$ cat src/rtl/nrisc_ula_wb_pkg.sv
// Shared constants for the nRISC ULA write-back stage: widths, flag layout, branch conditions.
package nrisc_ula_wb_pkg;

  localparam int unsigned TAM    = 16;
  localparam int unsigned RADDR  = 4;
  localparam int unsigned NFLAGS = 3;

  // Flag vector layout is {minus, zero, carry}
  localparam int unsigned FLAG_M = 2;
  localparam int unsigned FLAG_Z = 1;
  localparam int unsigned FLAG_C = 0;

  typedef enum logic [2:0] {
    COND_ALWAYS = 3'd0,
    COND_Z      = 3'd1,
    COND_NZ     = 3'd2,
    COND_M      = 3'd3,
    COND_NM     = 3'd4,
    COND_C      = 3'd5,
    COND_NC     = 3'd6,
    COND_NEVER  = 3'd7
  } cond_sel_e;

  // Evaluate a branch condition against the architectural flags
  function automatic logic cond_eval(input logic [2:0] sel, input logic [NFLAGS-1:0] flags);
    logic res;
    res = 1'b0;
    case (cond_sel_e'(sel))
      COND_ALWAYS: res = 1'b1;
      COND_Z:      res = flags[FLAG_Z];
      COND_NZ:     res = ~flags[FLAG_Z];
      COND_M:      res = flags[FLAG_M];
      COND_NM:     res = ~flags[FLAG_M];
      COND_C:      res = flags[FLAG_C];
      COND_NC:     res = ~flags[FLAG_C];
      default:     res = 1'b0;
    endcase
    return res;
  endfunction

endpackage

$ cat src/rtl/nrisc_ula_wb_if.sv
// Issue / ULA result / register-file write bus between the pipeline and the write-back stage.
interface nrisc_ula_wb_if #(
  parameter int unsigned TAM   = nrisc_ula_wb_pkg::TAM,
  parameter int unsigned RADDR = nrisc_ula_wb_pkg::RADDR
);
  import nrisc_ula_wb_pkg::NFLAGS;

  logic              issue_valid;
  logic [RADDR-1:0]  issue_rd;
  logic              issue_wreg;
  logic              issue_wflags;
  logic              flush;
  logic              stall;
  logic [TAM-1:0]    ula_out;
  logic [NFLAGS-1:0] ula_flags;
  logic              wb_ready;
  logic              rf_we;
  logic [RADDR-1:0]  rf_addr;
  logic [TAM-1:0]    rf_data;

  modport master (
    output issue_valid, issue_rd, issue_wreg, issue_wflags, flush,
    output ula_out, ula_flags, wb_ready,
    input  stall, rf_we, rf_addr, rf_data
  );

  modport slave (
    input  issue_valid, issue_rd, issue_wreg, issue_wflags, flush,
    input  ula_out, ula_flags, wb_ready,
    output stall, rf_we, rf_addr, rf_data
  );

endinterface

$ cat src/rtl/nrisc_ula_wb_fifo.sv
// Two-entry in-order write-back FIFO; entry 0 is always the head.
module nrisc_wb_fifo #(
  parameter int unsigned W = 20
) (
  input  logic         clk,
  input  logic         rst,
  input  logic         push,
  input  logic         pop,
  input  logic [W-1:0] push_data,
  output logic [W-1:0] head,
  output logic [W-1:0] tail,
  output logic [1:0]   count
);

  logic [W-1:0] e0_q, e0_d, e1_q, e1_d;
  logic [1:0]   cnt_q, cnt_d;
  logic         do_pop;

  assign do_pop = pop && (cnt_q != 2'd0);

  // Shift-register update: pops move entry 1 into the head slot
  always_comb begin
    e0_d  = e0_q;
    e1_d  = e1_q;
    cnt_d = cnt_q;
    case ({push, do_pop})
      2'b10: begin
        if (cnt_q == 2'd0) e0_d = push_data;
        else               e1_d = push_data;
        cnt_d = cnt_q + 2'd1;
      end
      2'b01: begin
        e0_d  = e1_q;
        cnt_d = cnt_q - 2'd1;
      end
      2'b11: begin
        if (cnt_q == 2'd2) begin
          e0_d = e1_q;
          e1_d = push_data;
        end else begin
          e0_d = push_data;
        end
      end
      default: ;
    endcase
  end

  // State registers with synchronous active-low reset
  always_ff @(posedge clk) begin
    if (!rst) begin
      e0_q  <= '0;
      e1_q  <= '0;
      cnt_q <= 2'd0;
    end else begin
      e0_q  <= e0_d;
      e1_q  <= e1_d;
      cnt_q <= cnt_d;
    end
  end

  // Upstream stall must prevent pushing into a full FIFO without a pop
  always_ff @(posedge clk) begin
    if (rst) begin
      assert (!(push && (cnt_q == 2'd2) && !do_pop));
    end
  end

  assign head  = e0_q;
  assign tail  = (cnt_q == 2'd2) ? e1_q : e0_q;
  assign count = cnt_q;

endmodule

$ cat src/rtl/nrisc_ula_wb.sv
// ULA write-back stage: tags issued ops, pairs them with the registered ULA result,
// buffers register writes, holds the architectural flags and evaluates branch conditions.
module nrisc_ula_wb
  import nrisc_ula_wb_pkg::*;
#(
  parameter int unsigned TAM   = nrisc_ula_wb_pkg::TAM,
  parameter int unsigned RADDR = nrisc_ula_wb_pkg::RADDR
) (
  input  logic              clk,
  input  logic              rst,
  nrisc_ula_wb_if.slave     bus,
  input  logic [2:0]        cond_sel,
  output logic [NFLAGS-1:0] flags_reg,
  output logic              fwd_valid,
  output logic [RADDR-1:0]  fwd_addr,
  output logic [TAM-1:0]    fwd_data,
  output logic              cond_true
);

  localparam int unsigned W = RADDR + TAM;

  logic              tag_valid_q, tag_valid_d;
  logic [RADDR-1:0]  tag_rd_q, tag_rd_d;
  logic              tag_wreg_q, tag_wreg_d;
  logic              tag_wflags_q, tag_wflags_d;
  logic [NFLAGS-1:0] flags_q, flags_d;

  logic              paired;
  logic              push;
  logic [W-1:0]      head, tail;
  logic [1:0]        count;

  // Tag capture and flag update; a flushed tag is simply dropped
  always_comb begin
    tag_valid_d  = bus.issue_valid && !bus.stall;
    tag_rd_d     = bus.issue_rd;
    tag_wreg_d   = bus.issue_wreg;
    tag_wflags_d = bus.issue_wflags;
    paired       = tag_valid_q && !bus.flush;
    push         = paired && tag_wreg_q;
    flags_d      = flags_q;
    if (paired && tag_wflags_q) flags_d = bus.ula_flags;
  end

  // Tag stage and flags registers
  always_ff @(posedge clk) begin
    if (!rst) begin
      tag_valid_q  <= 1'b0;
      tag_rd_q     <= '0;
      tag_wreg_q   <= 1'b0;
      tag_wflags_q <= 1'b0;
      flags_q      <= '0;
    end else begin
      tag_valid_q  <= tag_valid_d;
      tag_rd_q     <= tag_rd_d;
      tag_wreg_q   <= tag_wreg_d;
      tag_wflags_q <= tag_wflags_d;
      flags_q      <= flags_d;
    end
  end

  nrisc_wb_fifo #(.W(W)) u_fifo (
    .clk       (clk),
    .rst       (rst),
    .push      (push),
    .pop       (bus.wb_ready),
    .push_data ({tag_rd_q, bus.ula_out}),
    .head      (head),
    .tail      (tail),
    .count     (count)
  );

  // Pending tag counts against FIFO space so its push can never overflow
  assign bus.stall   = (3'(count) + 3'(tag_valid_q)) >= 3'd2;
  assign bus.rf_we   = (count != 2'd0);
  assign bus.rf_addr = head[W-1 -: RADDR];
  assign bus.rf_data = head[TAM-1:0];

  assign fwd_valid = (count != 2'd0);
  assign fwd_addr  = tail[W-1 -: RADDR];
  assign fwd_data  = tail[TAM-1:0];

  assign flags_reg = flags_q;
  assign cond_true = cond_eval(cond_sel, flags_q);

endmodule

$ cat src/flat_wrapper.sv
// flat-port wrapper written by rule: the top's interface ports become plain ports
module nrisc_ula_wb_flat import nrisc_ula_wb_pkg::*;
#(
  parameter int unsigned TAM   = nrisc_ula_wb_pkg::TAM,
  parameter int unsigned RADDR = nrisc_ula_wb_pkg::RADDR
)
  (clk, rst, cond_sel, flags_reg, fwd_valid, fwd_addr, fwd_data, cond_true, bus_issue_valid, bus_issue_rd, bus_issue_wreg, bus_issue_wflags, bus_flush, bus_ula_out, bus_ula_flags, bus_wb_ready, bus_stall, bus_rf_we, bus_rf_addr, bus_rf_data);
  nrisc_ula_wb_if #(.TAM(TAM), .RADDR(RADDR)) bus_i ();
  input  logic clk;
  input  logic rst;
  input  logic [2:0] cond_sel;
  output logic [NFLAGS-1:0] flags_reg;
  output logic fwd_valid;
  output logic [RADDR-1:0] fwd_addr;
  output logic [TAM-1:0] fwd_data;
  output logic cond_true;
  input wire logic [$bits(bus_i.issue_valid)-1:0] bus_issue_valid;
  input wire logic [$bits(bus_i.issue_rd)-1:0] bus_issue_rd;
  input wire logic [$bits(bus_i.issue_wreg)-1:0] bus_issue_wreg;
  input wire logic [$bits(bus_i.issue_wflags)-1:0] bus_issue_wflags;
  input wire logic [$bits(bus_i.flush)-1:0] bus_flush;
  input wire logic [$bits(bus_i.ula_out)-1:0] bus_ula_out;
  input wire logic [$bits(bus_i.ula_flags)-1:0] bus_ula_flags;
  input wire logic [$bits(bus_i.wb_ready)-1:0] bus_wb_ready;
  output wire logic [$bits(bus_i.stall)-1:0] bus_stall;
  output wire logic [$bits(bus_i.rf_we)-1:0] bus_rf_we;
  output wire logic [$bits(bus_i.rf_addr)-1:0] bus_rf_addr;
  output wire logic [$bits(bus_i.rf_data)-1:0] bus_rf_data;
  assign bus_i.issue_valid = bus_issue_valid;
  assign bus_i.issue_rd = bus_issue_rd;
  assign bus_i.issue_wreg = bus_issue_wreg;
  assign bus_i.issue_wflags = bus_issue_wflags;
  assign bus_i.flush = bus_flush;
  assign bus_i.ula_out = bus_ula_out;
  assign bus_i.ula_flags = bus_ula_flags;
  assign bus_i.wb_ready = bus_wb_ready;
  assign bus_stall = bus_i.stall;
  assign bus_rf_we = bus_i.rf_we;
  assign bus_rf_addr = bus_i.rf_addr;
  assign bus_rf_data = bus_i.rf_data;
  nrisc_ula_wb #(.TAM(TAM), .RADDR(RADDR)) u_core (.clk(clk), .rst(rst), .bus(bus_i), .cond_sel(cond_sel), .flags_reg(flags_reg), .fwd_valid(fwd_valid), .fwd_addr(fwd_addr), .fwd_data(fwd_data), .cond_true(cond_true));
endmodule
$ cat config.mk
export PLATFORM = sky130hd
export DESIGN_NAME = nrisc_ula_wb_flat
export DESIGN_NICKNAME = d
export VERILOG_FILES = /design/src/rtl/nrisc_ula_wb_pkg.sv /design/src/rtl/nrisc_ula_wb_if.sv /design/src/rtl/nrisc_ula_wb_fifo.sv /design/src/rtl/nrisc_ula_wb.sv /design/src/flat_wrapper.sv
export SDC_FILE = /design/constraint.sdc
export NUM_CORES = 1
export LEC_CHECK = 0
export ABC_AREA = 0
export ABC_CLOCK_PERIOD_IN_PS = 2320
export BUFFER_PORTS_ARGS = -buffer_cell sky130_fd_sc_hd__buf_2
export CORE_ASPECT_RATIO = 0.6
export CORE_UTILIZATION = 40
export CTS_CLUSTER_DIAMETER = 40
export DETAILED_ROUTE_END_ITERATION = 10
export GPL_TIMING_DRIVEN = 0
export PLACE_DENSITY_LB_ADDON = 0.05
export SETUP_SLACK_MARGIN = 0.4
export SLEW_MARGIN = 40
export SYNTH_ARGS = -nofsm -noshare
export SYNTH_HDL_FRONTEND = slang
export SYNTH_SLANG_ARGS = --single-unit
$ cat constraint.sdc
create_clock -name clk -period 2.32 [get_ports clk]
set_input_delay 0.58 -clock clk [delete_from_list [all_inputs] [get_ports clk]]
set_output_delay 0.58 -clock clk [all_outputs]
set_load 0.03 [all_outputs]
==> results of run 1 <==
## per-layer routing
layer | vias up | global-route usage
met5 | - | 0
met1 | 1225 | 0.309
met4 | 0 | 0.0707
met3 | 12 | 0.0490
met2 | 92 | 0.336
li1 | 1253 | -
## worst paths after layout
path | startpoint | end | slack (ps)
max | u_core.u_fifo.count[0] | fwd_addr[3] | 110
min | u_core.u_fifo.head[3] | u_core.u_fifo.head[3] | 490
max reg2reg | u_core.u_fifo.count[0] | u_core.u_fifo.head[1] | 460
min reg2reg | u_core.u_fifo.head[3] | u_core.u_fifo.head[3] | 490
## layout by cell type, fill, tap and decap left out, types with 3 or more instances in the layout
cell and instances:
clkbuf_1 10, mux2_4 35, mux2_2 5, o22ai_1 21, buf_4 14, dfxtp_1 49, mux2i_1 23, a221oi_2 18
dfxtp_2 3, nor2b_1 23, buf_2 57, buf_6 26, clkbuf_16 8, and2_1 7, buf_12 6, o211ai_1 20
nand2_1 24
## kinds of logic (layout without fill, tap and decap cells)
group | after synthesis | in the layout | share of synthesized area
simple gates | 61 | 61 | 0.112
flops | 52 | 52 | 0.350
mux | 63 | 63 | 0.252
compound gates | 70 | 70 | 0.216
xor+xnor | 2 | 2 | 0.00590
fa+ha+maj | 3 | 3 | 0.0126
buf+inv | 31 | 133 | 0.0510
## power breakdown
group / internal [mW] / total [mW] / leakage, nW / switching [mW]
sequential: 0.914 / 0.930 / 0.423 / 0.0163
clock: 0.508 / 0.841 / 0.0808 / 0.333
combinational: 0.170 / 0.368 / 1.41 / 0.198
total: 1.59 / 2.14 / 1.92 / 0.547
## worst register-to-register path, delay by kind of cell, from the launching register on
family                 cells  cell delay (ps)
AOI/OAI and AO/OA          3              550
and+or+nand+nor            1              310
buffers and inverters      4              610
DFF                        1              310
## cell type report
| cell class | instances | area share |
|---|---|---|
| Inverter | 3 | 0.00267 |
| Buffer | 28 | 0.0632 |
| Sequential cell | 52 | 0.248 |
| Clock inverter | 2 | 0.00831 |
| Clock buffer | 6 | 0.0306 |
| Multi-Input combinational cell | 199 | 0.445 |
| Tap cell | 100 | 0.0297 |
| Timing Repair Buffer | 94 | 0.173 |
## timing repair
| action | 4_1_cts | 5_1_grt |
|---|---|---|
| endpoints found under the setup margin | 63 | 64 |
| pin swaps | 0 | 5 |
| gates cloned | 1 | 3 |
| buffers inserted | 6 | 6 |
| resized for setup | 52 | 62 |
| hold buffers | 0 | 0 |
==> run_results.csv, run 1 <==
group,metric,value,unit
global_route,grt_overflow,0,
worst_setup_path,r2r_cells,8,
place,routabilityCongestion,0.757,
worst_setup_path,cp.arrival,1630,ps
layout,area_delta_synth_final,42.0,%
worst_hold_path,whs_path_depth,2,
synthesis,synth_most_common_cell,"dfxtp_1",
clock_network,clkTransAtPathRegs,70,ps
floorplanning,fp.dieW,113,um
synthesis,async_flop_share,0,
worst_hold_path,hp-class,"register to register",
synthesis,synth_nets,318,
worst_setup_path,end_kind,"output port",
sta,max_slew.worst_pin.slew,556,ps
sta,setup_ws,106,ps
power_and_ir_drop,power.total,2.14,mW
synthesis,synth.avg_cell_area,10.5,um2
routing,viasPerCell,5.33,
routing,routed-wl-met3,542,um
layout,drive_gt1_frac,0.492,
routing,avgRoutedWirePerCell,17.6,um
power_and_ir_drop,p_leak,1.92,nW
clock_network,cts_tree,"done",
floorplanning,design.die.area,0.00779,mm2
global_route,track_usage,0.220,
layout,nets,419,
synthesis,yosysTopAreaCell,"dfxtp_1",
worst_setup_path,slowest_stage,"dfxtp_2",
sta,rsz0062_at_grt,"true",
global_route,grt_pass1_vias,2424,
layout,final_area,0.00422,mm2
routing,wl_met2,3.57,mm
synthesis,synth_edf_count,0,
worst_setup_path,worst_path_dominant_cell_family,"buffers and inverters",
layout,multi_input_area,0.00188,mm2
clock_network,cts_buffer_depth,2,
worst_setup_path,path_cells,"buf_6, nand2b_4, buf_12, clkbuf_16, mux2_4, buf_6",
routing,dr.pass1.iters,4,
synthesis,yosysSeqAreaShare,0.350,
worst_setup_path,crit_fanout,6,
worst_setup_path,path_buf_inv,4,
routing,drt_iter0_markers,192,
sta,finalCritPeriodShare,0.954,
clock_network,clk_latency,300,ps
floorplanning,top_level_ports,80,
synthesis,netlist_area,0.00297,mm2
sta,fin_worst_skew,4.69,ps
synthesis,synth-main-ff-cell,"dfxtp_1",
routing,vias,2582,
global_route,grt_antenna_before_repair,0,
global_route,grt_pass1_wl,12.8,mm
layout,diodes,0,
global_route,grt_start_max_net_pins,16,
layout,fin_util,0.608,
floorplanning,die_y,68.8,um
synthesis,yosysWarnings,0,
synthesis,synth_top_area_frac,0.350,
synthesis,synth_area_leaders,"dfxtp_1, a221oi_2, mux2_4",
place,dpl_cell_area,0.00350,mm2
layout,fillers,588,
worst_setup_path,cp.required,1740,ps
synthesis,yosysUniqueCellTypes,32,
sta,min_period,2210,ps
place,pre_cts_slack,-32.7,ps
sta,slew_headroom,0.629,
sta,drv_slew,0,
power_and_ir_drop,power_density,507,mW/mm2
layout,finalNonFillerCells,484,
clock_network,htree_num_levels,2,
sta,whs,485,ps
layout,final-seq-area,0.00104,mm2
routing,drt-met1-wl,4.31,mm
worst_setup_path,max_stage_delay,310,ps
worst_setup_path,crit_cells,6,
status,outcome,"finished clean",
clock_network,numCtsBuffers,5,
sta,tns,0,ps
clock_network,cts_sinks,52,
sta,hold_violations,0,
synthesis,synthCells,282,
run,cap_violations,0,
place,io_buffer_count,78,
floorplanning,core,0.00694,mm2
floorplanning,initial_utilization,0.428,
place,post-dp-hpwl,5.61,mm
worst_setup_path,crit_top_cell,"buf_6",
routing,final_antenna_net_count,0,
routing,wl,8.52,mm
routing,top_layer_used,"met4",
routing,drc,0,
floorplanning,fp-row-count,23,
synthesis,ys_ff_latch,52,
synthesis,synth_common_cells,"dfxtp_1, nand2_1, mux2i_1, nor2b_1, mux2_2",
place,dp.cells,460,
worst_setup_path,path_class,"register to output port",
clock_network,clk_root_buffer_cell,"clkbuf_16",
power_and_ir_drop,vdd_ir_drop_max,0.305,mV
worst_setup_path,worst_setup_path_start_kind,"register",
sta,setup_viol,0,
sta,timing.fmax,452,MHz
(Power assumes the default switching activity.)
==> run 2, diff against run 1 <==
Settings changed: CTS_BUF_LIST set to sky130_fd_sc_hd__clkbuf_16.
==> run 2 against run 1 <==
  * Combinational power about the same
  * Cell count unchanged
  * Register-to-register slack about the same
  * Critical path type unchanged
==> run_results.csv, run 2 (synthesis results as in run 1) <==
group,metric,value,unit
global_route,use_met3,0.0490,
clock_network,cts_hold_buf,0,
routing,dr.pass1.iters,4,
floorplanning,initial_utilization,0.428,
routing,wl,8.52,mm
sta,setup_viol,0,
sta,hold_violations,0,
worst_setup_path,r2r-end,"u_core.u_fifo.head[1]",
floorplanning,top_level_ports,80,
layout,drive_gt1_frac,0.492,
worst_setup_path,end_kind,"output port",
worst_hold_path,whs_path_depth,2,
worst_setup_path,path_cells,"buf_6, nand2b_4, buf_12, clkbuf_16, mux2_4, buf_6",
routing,avgRoutedWirePerCell,17.6,um
sta,timing.fmax,452,MHz
global_route,grtUsageMet2,0.336,
worst_setup_path,max_stage_delay,310,ps
worst_setup_path,cp.required,1740,ps
clock_network,numCtsBuffers,5,
worst_setup_path,r2r-start,"u_core.u_fifo.count[0]",
routing,final_antenna_net_count,0,
layout,fin_util,0.608,
worst_setup_path,worst_setup_path_start_kind,"register",
global_route,grt_overflow,0,
worst_setup_path,path_class,"register to output port",
sta,max_slew.worst_pin.slew,556,ps
clock_network,htree_num_levels,2,
worst_hold_path,holdPathEnd,"u_core.u_fifo.head[3]",
place,io_buffer_count,78,
global_route,grt_pass1_wl,12.8,mm
routing,vias,2582,
routing,drt_iter0_markers,192,
floorplanning,fp-row-count,23,
global_route,track_usage,0.220,
clock_network,cts_tree,"done",
status,outcome,"finished clean",
worst_setup_path,crit_fanout,6,
sta,fin_worst_skew,4.84,ps
clock_network,clk_latency,300,ps
layout,diodes,0,
worst_setup_path,r2r_cells,8,
global_route,use_met1,0.309,
worst_hold_path,hp-start,"u_core.u_fifo.head[3]",
global_route,grt_start_max_net_pins,16,
worst_setup_path,r2r_slack,460,ps
floorplanning,die_y,68.8,um
routing,drc,0,
floorplanning,core,0.00694,mm2
worst_hold_path,hp-class,"register to register",
sta,rsz0062_at_grt,"true",
clock_network,clkTransAtPathRegs,70,ps
power_and_ir_drop,vdd_ir_drop_max,0.305,mV
sta,drv_slew,0,
worst_setup_path,slowest_stage,"dfxtp_2",
global_route,grt_antenna_before_repair,0,
layout,nets,419,
run,cap_violations,0,
sta,min_period,2210,ps
floorplanning,fp.dieW,113,um
layout,final_cell_mix,"buf_2, dfxtp_1, mux2_4",
place,routabilityCongestion,0.757,
place,post-dp-hpwl,5.61,mm
clock_network,clk_root_buffer_cell,"clkbuf_16",
worst_setup_path,cp.arrival,1630,ps
global_route,grt_pass1_vias,2424,
layout,final_common_cell,"buf_2",
global_route,grt_busiest_layer,"met2",
worst_setup_path,crit_top_cell,"buf_6",
routing,viasPerCell,5.33,
sta,slew_headroom,0.629,
clock_network,cts_sinks,52,
sta,whs,485,ps
sta,finalCritPeriodShare,0.954,
power_and_ir_drop,power_density,506,mW/mm2
clock_network,cts_buffer_depth,2,
layout,area_delta_synth_final,42.0,%
floorplanning,design.die.area,0.00779,mm2
power_and_ir_drop,p_leak,1.92,nW
[run 2: per-stage QoR]
stage,cells,power [mW],setup TNS [ps],worst slack [ps],instance area [um2]
after CTS,475,2.13,0,88.8,3900
after global routing,484,2.23,0,60.5,4220
after global placement,460,1.26,-13.2,-10.7,3500
final,484,2.14,0,106,4220
after floorplan,282,1.16,0,379,2990
after detailed placement,460,1.26,-264,-32.7,3500
[run 2: worst max-delay path: cells and delay by family, from the launching register on]
kind	cells	cell delay, ps
muxes	1	300
and+or+nand+nor	1	150
buffers and inverters	4	570
DFF	1	310
[run 2: cell type report]
class | instances | area, um2
fillers | 588 | 2720
plain buffers | 28 | 267
clock inverters | 3 | 38.8
well taps | 100 | 125
multi-input cells | 199 | 1880
flip-flops and latches | 52 | 1040
inverters | 3 | 11.3
repair buffers | 94 | 728
clock buffers | 5 | 125
[run 2: worst max path at each step]
stage                           start                endpoint  slack, ps  depth (start not counted)
5_1_grt        u_core.u_fifo.count[0]             fwd_addr[3]         60                          6
3_3_place_gp             bus_wb_ready  u_core.u_fifo.head[17]        -10                          8
2_1_floorplan  u_core.u_fifo.count[0]             fwd_addr[1]        380                          5
6_report       u_core.u_fifo.count[0]             fwd_addr[3]        110                          6
3_5_place_dp             bus_wb_ready   u_core.u_fifo.head[9]        -30                          8
4_1_cts        u_core.u_fifo.count[0]             fwd_data[5]         90                          6
[run 2: report_power, final]
part	switching [mW]	internal, mW
sequential	0.0163	0.914
combinational	0.198	0.170
clock	0.333	0.504
[run 2: routing by layer]
metal  vias up  share of wire
met2        92           0.42
li1       1253              -
met3        12          0.064
met5         -              0
met1      1225           0.51
met4         0          0.012
[run 2: repair_timing]
| item | 4_1_cts | 5_1_grt |
|---|---|---|
| hold endpoints to repair | 0 | 0 |
| resized for setup | 52 | 62 |
| gates cloned | 1 | 3 |
| setup endpoints to repair | 63 | 64 |
| buffers inserted | 6 | 6 |
| pin swaps | 0 | 5 |
